<file path="config.mk">
export PLATFORM = sky130hd
export DESIGN_NAME = ccip_tx_scheduler_flat
export DESIGN_NICKNAME = d
export VERILOG_FILES = /design/src/rtl/ccip_tx_scheduler_if.sv /design/src/rtl/ccip_tx_scheduler.sv /design/src/flat_wrapper.sv
export SDC_FILE = /design/constraint.sdc
export NUM_CORES = 1
export LEC_CHECK = 0
export CELL_PAD_IN_SITES_DETAIL_PLACEMENT = 2
export CELL_PAD_IN_SITES_GLOBAL_PLACEMENT = 2
export CORE_AREA = 3 3 196 198
export CTS_BUF_LIST = sky130_fd_sc_hd__clkbuf_16
export CTS_CLUSTER_SIZE = 40
export DETAILED_ROUTE_END_ITERATION = 16
export DIE_AREA = 0 0 199 201
export PLACE_DENSITY = 0.84
export SETUP_SLACK_MARGIN = 0.1
export SLEW_MARGIN = 30
export SYNTH_ARGS = -nofsm -noshare
export SYNTH_HDL_FRONTEND = slang
export SYNTH_SLANG_ARGS = --single-unit
</file>
<file path="constraint.sdc">
create_clock -name clk -period 4.3 [get_ports clk]
set_input_delay 0.86 -clock clk [delete_from_list [all_inputs] [get_ports clk]]
set_output_delay 0.86 -clock clk [all_outputs]
set_load 0.01 [all_outputs]
</file>
<file path="src/rtl/ccip_tx_scheduler_if.sv">
`default_nettype none
// ============================================================================
// Module   : ccip_tx_scheduler_if
// Brief    : Producer request bundle and endpoint-facing output of the c1 TX scheduler.
// Revision : 1.0
// ============================================================================
interface ccip_tx_scheduler_if #(
    parameter int NUM_PORTS         = 4,
    parameter int LMAX_NUM_OF_FLOWS = 1,
    parameter int RPC_W             = 64
);
    localparam int c_PORT_W = $clog2(NUM_PORTS);

    logic [NUM_PORTS-1:0]                        req_valid;
    logic [NUM_PORTS-1:0][RPC_W-1:0]             req_data;
    logic [NUM_PORTS-1:0][LMAX_NUM_OF_FLOWS-1:0] req_flow_id;
    logic [NUM_PORTS-1:0]                        req_ready;

    logic [RPC_W-1:0]             rpc_out;
    logic                         rpc_out_valid;
    logic [LMAX_NUM_OF_FLOWS-1:0] rpc_flow_id_out;
    logic [c_PORT_W-1:0]          rpc_port_out;

    modport master (
        output req_valid, req_data, req_flow_id,
        input  req_ready, rpc_out, rpc_out_valid, rpc_flow_id_out, rpc_port_out
    );

    modport slave (
        input  req_valid, req_data, req_flow_id,
        output req_ready, rpc_out, rpc_out_valid, rpc_flow_id_out, rpc_port_out
    );
endinterface
`default_nettype wire

</file>
<file path="src/rtl/ccip_tx_scheduler.sv">
`default_nettype none
// ============================================================================
// Module   : ccip_tx_scheduler
// Brief    : Round-robin arbiter sharing CCI-P c1 among RPC producers, with almfull slack throttling.
// Revision : 1.0
// ============================================================================
module ccip_tx_scheduler #(
    parameter int NUM_PORTS         = 4,
    parameter int LMAX_NUM_OF_FLOWS = 1,
    parameter int ALMFULL_SLACK     = 8,
    parameter int RPC_W             = 64
) (
    input  wire logic           clk,
    input  wire logic           reset,
    input  wire logic           start,
    input  wire logic           sRx_c1TxAlmFull,
    ccip_tx_scheduler_if.slave  bus,
    output logic                throttled,
    output logic [31:0]         grant_cnt,
    output logic [31:0]         throttle_cycles
);
    localparam int         c_PORT_W    = $clog2(NUM_PORTS);
    localparam logic [3:0] c_SLACK     = 4'(ALMFULL_SLACK);
    localparam logic [1:0] c_IDLE      = 2'd0;
    localparam logic [1:0] c_RUN       = 2'd1;
    localparam logic [1:0] c_THROTTLED = 2'd2;

    logic [1:0]                   r_state;
    logic [1:0]                   w_next_state;
    logic                         r_throttled;
    logic [c_PORT_W-1:0]          r_rr_ptr;
    logic [3:0]                   r_slack_cnt;
    logic [3:0]                   w_next_slack;
    logic [RPC_W-1:0]             r_rpc_out;
    logic                         r_rpc_out_valid;
    logic [LMAX_NUM_OF_FLOWS-1:0] r_rpc_flow_id_out;
    logic [c_PORT_W-1:0]          r_rpc_port_out;
    logic [31:0]                  r_grant_cnt;
    logic [31:0]                  r_throttle_cycles;

    logic                         w_found;
    logic [c_PORT_W-1:0]          w_gnt_idx;
    logic [c_PORT_W-1:0]          w_cand;
    int                           w_idx;
    logic                         w_can_grant;
    logic                         w_grant;
    logic [NUM_PORTS-1:0]         w_req_ready;

    // First requester at or after rr_ptr, wrapping modulo NUM_PORTS.
    always_comb begin
        w_found   = 1'b0;
        w_gnt_idx = '0;
        w_idx     = 0;
        w_cand    = '0;
        for (int k = 0; k < NUM_PORTS; k++) begin
            w_idx = int'(r_rr_ptr) + k;
            if (w_idx >= NUM_PORTS) begin
                w_idx = w_idx - NUM_PORTS;
            end
            w_cand = c_PORT_W'(w_idx);
            if (!w_found && bus.req_valid[w_cand]) begin
                w_found   = 1'b1;
                w_gnt_idx = w_cand;
            end
        end
    end

    // FSM output process: grant enable and one-hot ready
    always_comb begin
        w_can_grant = start && (r_state == c_RUN) &&
                      !(sRx_c1TxAlmFull && (r_slack_cnt == c_SLACK));
        w_grant     = w_can_grant && w_found;
        w_req_ready = '0;
        if (w_grant) begin
            w_req_ready[w_gnt_idx] = 1'b1;
        end
    end

    always_comb begin
        w_next_slack = r_slack_cnt;
        if (!sRx_c1TxAlmFull) begin
            w_next_slack = '0;
        end else if (w_grant && (r_slack_cnt != c_SLACK)) begin
            w_next_slack = r_slack_cnt + 4'd1;
        end
    end

    // Throttle decision uses the slack count after this cycle's grant.
    always_comb begin
        w_next_state = r_state;
        if (!start) begin
            w_next_state = c_IDLE;
        end else begin
            case (r_state)
                c_IDLE:      w_next_state = c_RUN;
                c_RUN:       if (sRx_c1TxAlmFull && (w_next_slack == c_SLACK)) w_next_state = c_THROTTLED;
                c_THROTTLED: if (!sRx_c1TxAlmFull) w_next_state = c_RUN;
                default:     w_next_state = c_IDLE;
            endcase
        end
    end

    always_ff @(posedge clk or posedge reset) begin
        if (reset) begin
            r_state     <= c_IDLE;
            r_throttled <= 1'b0;
        end else begin
            r_state     <= w_next_state;
            r_throttled <= (w_next_state == c_THROTTLED);
        end
    end

    always_ff @(posedge clk or posedge reset) begin
        if (reset) begin
            r_rr_ptr          <= '0;
            r_slack_cnt       <= '0;
            r_rpc_out         <= '0;
            r_rpc_out_valid   <= 1'b0;
            r_rpc_flow_id_out <= '0;
            r_rpc_port_out    <= '0;
            r_grant_cnt       <= '0;
            r_throttle_cycles <= '0;
        end else begin
            r_slack_cnt     <= w_next_slack;
            r_rpc_out_valid <= w_grant;
            if (w_grant) begin
                r_rpc_out         <= bus.req_data[w_gnt_idx];
                r_rpc_flow_id_out <= bus.req_flow_id[w_gnt_idx];
                r_rpc_port_out    <= w_gnt_idx;
                r_grant_cnt       <= r_grant_cnt + 32'd1;
                r_rr_ptr          <= (w_gnt_idx == c_PORT_W'(NUM_PORTS - 1)) ? '0
                                                                             : w_gnt_idx + c_PORT_W'(1);
            end
            if ((r_state == c_THROTTLED) && (r_throttle_cycles != 32'hFFFF_FFFF)) begin
                r_throttle_cycles <= r_throttle_cycles + 32'd1;
            end
        end
    end

    assign bus.req_ready       = w_req_ready;
    assign bus.rpc_out         = r_rpc_out;
    assign bus.rpc_out_valid   = r_rpc_out_valid;
    assign bus.rpc_flow_id_out = r_rpc_flow_id_out;
    assign bus.rpc_port_out    = r_rpc_port_out;
    assign throttled           = r_throttled;
    assign grant_cnt           = r_grant_cnt;
    assign throttle_cycles     = r_throttle_cycles;
endmodule
`default_nettype wire
</file>
<file path="src/flat_wrapper.sv">
// flat-port wrapper written by rule: the top's interface ports become plain ports
module ccip_tx_scheduler_flat 
#(
    parameter int NUM_PORTS         = 4,
    parameter int LMAX_NUM_OF_FLOWS = 1,
    parameter int ALMFULL_SLACK     = 8,
    parameter int RPC_W             = 64
)
  (clk, reset, start, sRx_c1TxAlmFull, throttled, grant_cnt, throttle_cycles, bus_req_valid, bus_req_data, bus_req_flow_id, bus_req_ready, bus_rpc_out, bus_rpc_out_valid, bus_rpc_flow_id_out, bus_rpc_port_out);
  ccip_tx_scheduler_if #(.NUM_PORTS(NUM_PORTS), .LMAX_NUM_OF_FLOWS(LMAX_NUM_OF_FLOWS), .RPC_W(RPC_W)) bus_i ();
  input  wire logic clk;
  input  wire logic reset;
  input  wire logic start;
  input  wire logic sRx_c1TxAlmFull;
  output logic throttled;
  output logic [31:0] grant_cnt;
  output logic [31:0] throttle_cycles;
  input wire logic [$bits(bus_i.req_valid)-1:0] bus_req_valid;
  input wire logic [$bits(bus_i.req_data)-1:0] bus_req_data;
  input wire logic [$bits(bus_i.req_flow_id)-1:0] bus_req_flow_id;
  output wire logic [$bits(bus_i.req_ready)-1:0] bus_req_ready;
  output wire logic [$bits(bus_i.rpc_out)-1:0] bus_rpc_out;
  output wire logic [$bits(bus_i.rpc_out_valid)-1:0] bus_rpc_out_valid;
  output wire logic [$bits(bus_i.rpc_flow_id_out)-1:0] bus_rpc_flow_id_out;
  output wire logic [$bits(bus_i.rpc_port_out)-1:0] bus_rpc_port_out;
  assign bus_i.req_valid = bus_req_valid;
  assign bus_i.req_data = bus_req_data;
  assign bus_i.req_flow_id = bus_req_flow_id;
  assign bus_req_ready = bus_i.req_ready;
  assign bus_rpc_out = bus_i.rpc_out;
  assign bus_rpc_out_valid = bus_i.rpc_out_valid;
  assign bus_rpc_flow_id_out = bus_i.rpc_flow_id_out;
  assign bus_rpc_port_out = bus_i.rpc_port_out;
  ccip_tx_scheduler #(.NUM_PORTS(NUM_PORTS), .LMAX_NUM_OF_FLOWS(LMAX_NUM_OF_FLOWS), .ALMFULL_SLACK(ALMFULL_SLACK), .RPC_W(RPC_W)) u_core (.clk(clk), .reset(reset), .start(start), .sRx_c1TxAlmFull(sRx_c1TxAlmFull), .bus(bus_i), .throttled(throttled), .grant_cnt(grant_cnt), .throttle_cycles(throttle_cycles));
endmodule
</file>
==> flow_summary.ini, run 1 <==
[drt]
drc = 0
vias = 7306
drt_iter0_drc = 229
avgViaCountPerCell = 4.659
wl_per_cell_microns = 21.02
ant_nets = 0
drt-total-wl_microns = 32950
firstDrtPassIters = 4

[logic_synthesis]
synth_top_cell_area_share_pct = 46.00
ys_dominant_reg_cell = dfrtp_1
synthMuxAreaShare_pct = 17.65
synth_compound_area_share_pct = 9.672
synthArstFlopShare_pct = 100.0
syn_nets = 978
synthAdderAreaFrac_pct = 1.305
ys_seq_area_share_pct = 46.00
syn_area_per_cell_sq_um = 10.93
synth_seq_cells = 141
yosys-top-cells-area = dfrtp_1 46%, mux2i_1 17%, o221ai_1 7.4%
yosys.area_share.simple_pct = 14.68
synth_edf_count = 0
synthesis.area_sq_um = 7671
syn_inst = 702
synth-xor-area-share_pct = 7.079
ys_types = 45
synth_top_area_cell = dfrtp_1
synth_top_family_by_area = multiplexers
synth_warnings = 0

[clock_network]
clock_latency_ps = 440
cts_tree = built
cts_sinks = 141
cts_resized = 0
cts_buffers = 17
max-clock-path-buffers = 2
holdBufCountCts = 0
cts-htree-levels = 4
cts.reportedPaths.clkPinSlew_ps = 60
cts-root-buf = clkbuf_16
postCtsSetupRepairBufs = 0

[setup_path]
critPathRequiredTime_ps = 3440
end_kind = output port
cp.arrival_ps = 3160
critPathKind = in2out
critPathMaxFanout = 5
cp-start-kind = primary input

[cells_and_area]
final_common_cell = clkdlybuf4s50_1
syn_to_final_growth_pct = 66.24
mostFrequentLayoutCells = 404 x clkdlybuf4s50_1, 141 x dfrtp_1, 133 x mux2i_1
design_area_sq_um = 12750
n_fill_cell = 3964
fin_nets = 1363
n_antenna_cell = 0
drive_gt1_share_pct = 5.000

[grt]
grt_max_degree = 127
busiest_layer = met2
grt_usage_pct = 16.22
grt_util_met3_pct = 4.397
use_met1_pct = 19.23
antenna_found_initial = 0
use_met2_pct = 28.31
grt_remaining_overflow = 0
grt_pass1_wl_microns = 49690
grt_pass1_vias = 8194

[sta]
worstMarginPinSlew_ps = 766.4
fin_tns_setup_ps = 0
period_share_pct = 93.45
finClkSkew_ps = 10.15
slew_violations = 0
slew_headroom_pct = 48.91
fmax_mhz = 248.8
finalCriticalPeriod_ps = 4019
setup_violations = 0
hold_viol = 0
grt_setup_unrepaired = false
whs_ps = 479.6

[placed_design]
dp_hpwl_microns = 25100
post_dp_cell_area_sq_um = 12190
port-buffer-count = 404
gp_congestion = 0.8253

[die]
die_y_microns = 201
dieWidth_microns = 199
dieArea_sq_um = 40000
initial_core_util_pct = 20.90
rows = 70
io_pins = 405
core-area_sq_um = 36700

[pwr]
ir_drop_mv = 0.2602
leakage_nw = 5.495
power.density_nw_per_um2 = 415.4
total_power_w = 0.005297

[run]
drv_cap = 0

[outcome]
status = finished, final reports clean

[worst_hold_path]
hold_class = reg2reg
## layer usage
metal | up-vias | part of all wire [%]
met5 | - | 0
met4 | 0 | 1.8
met3 | 31 | 6.9
met2 | 266 | 51
met1 | 3637 | 40
li1 | 3372 | -
## critical path: stages
cell	delay, ps
clkdlybuf4s50_1	510
mux2i_1	200
nor2_1	60
or3_1	520
inv_2	150
ha_1	180
and2_1	120
clkdlybuf4s50_1	550
## report_power, final
group	internal, W	leakage (nW)	switching (W)
clock network	0.000803	0.264	0.000649
registers	0.00160	1.85	0.000205
logic	0.00111	3.38	0.000933
total	0.00351	5.50	0.00179
## logic make-up (layout without fill, tap and decap cells)
group,after synthesis,count (layout)
AND/OR/NAND/NOR,214,214
flip-flops,141,141
multiplexers,135,135
AO/OA/AOI/OAI,86,86
XOR/XNOR,62,62
buffers and inverters,56,454
adder cells (fa/ha/maj),8,8
## cell usage after synthesis (3+ instances only)
cell type,number
inv_2,3
nand3_1,23
nand2_1,97
buf_4,10
dfrtp_1,141
nand4_1,26
ha_1,8
xor2_1,13
o221ai_1,65
a21oi_1,3
o21ai_0,4
and2_1,7
mux2i_1,133
nand2b_1,3
inv_1,9
o2111ai_1,3
nor4_1,3
xnor2_1,49
clkbuf_1,10
nor3_1,7
and3_1,13
or4_1,3
buf_2,23
nor2_1,9
and4_1,9
nor2b_1,3
## final cells by class
cell class                 count  area (sq um)  area share (%)
multi-input combinational    505          3885           30.47
inverter                      12         48.80          0.3827
clock buffer                  17         425.4           3.336
clock inverter                15         136.4           1.069
timing repair buffer         410          4143           32.49
sequential                   141          3528           27.67
tap                          468         585.6           4.592
## flip-flops by register name (all words and copies together) (netlist names)
name,count
u_core.throttle_cycles,32
u_core.bus.rpc_flow_id_out,1
u_core.grant_cnt,32
u_core.throttled,1
u_core.r_rr_ptr,2
u_core.r_slack_cnt,4
u_core.bus.rpc_out,64
u_core.bus.rpc_out_valid,1
u_core.bus.rpc_port_out,2
u_core.r_state,2
## worst paths after layout
kind | from | to | slack (ps) | depth (start not counted)
max | bus_req_valid[0] | bus_req_ready[3] | 280 | 8
max in group asynchronous | reset | u_core.bus.rpc_out[47] | 2480 | 3
min | u_core.bus.rpc_port_out[0] | u_core.bus.rpc_port_out[0] | 480 | 2
max reg2reg | u_core.r_slack_cnt[0] | u_core.grant_cnt[29] | 1740 | 8
min in group asynchronous | reset | u_core.bus.rpc_out[4] | 790 | 2
min reg2reg | u_core.bus.rpc_port_out[0] | u_core.bus.rpc_port_out[0] | 480 | 2
## stage by stage
stage	worst slack, ps	cells	utilization [%]
6_report	281.5	1568	34.75
5_1_grt	147.8	1568	34.75
4_1_cts	228.7	1568	34.74
3_5_place_dp	233.5	1536	33.21
3_3_place_gp	340.8	1536	33.21
2_1_floorplan	1333	702	-
Note: power is estimated with default switching activity, not from simulation.
==> run 2, diff against run 1 <==
--- a/config.mk
+++ b/config.mk
@@ -5,6 +5,7 @@
 export SDC_FILE = /design/constraint.sdc
 export NUM_CORES = 1
 export LEC_CHECK = 0
+export CAP_MARGIN = 20
 export CELL_PAD_IN_SITES_DETAIL_PLACEMENT = 2
 export CELL_PAD_IN_SITES_GLOBAL_PLACEMENT = 2
 export CORE_AREA = 3 3 196 198
==> results of run 2 <==
The final DEF is identical to that of run 1; final timing and power are the same.
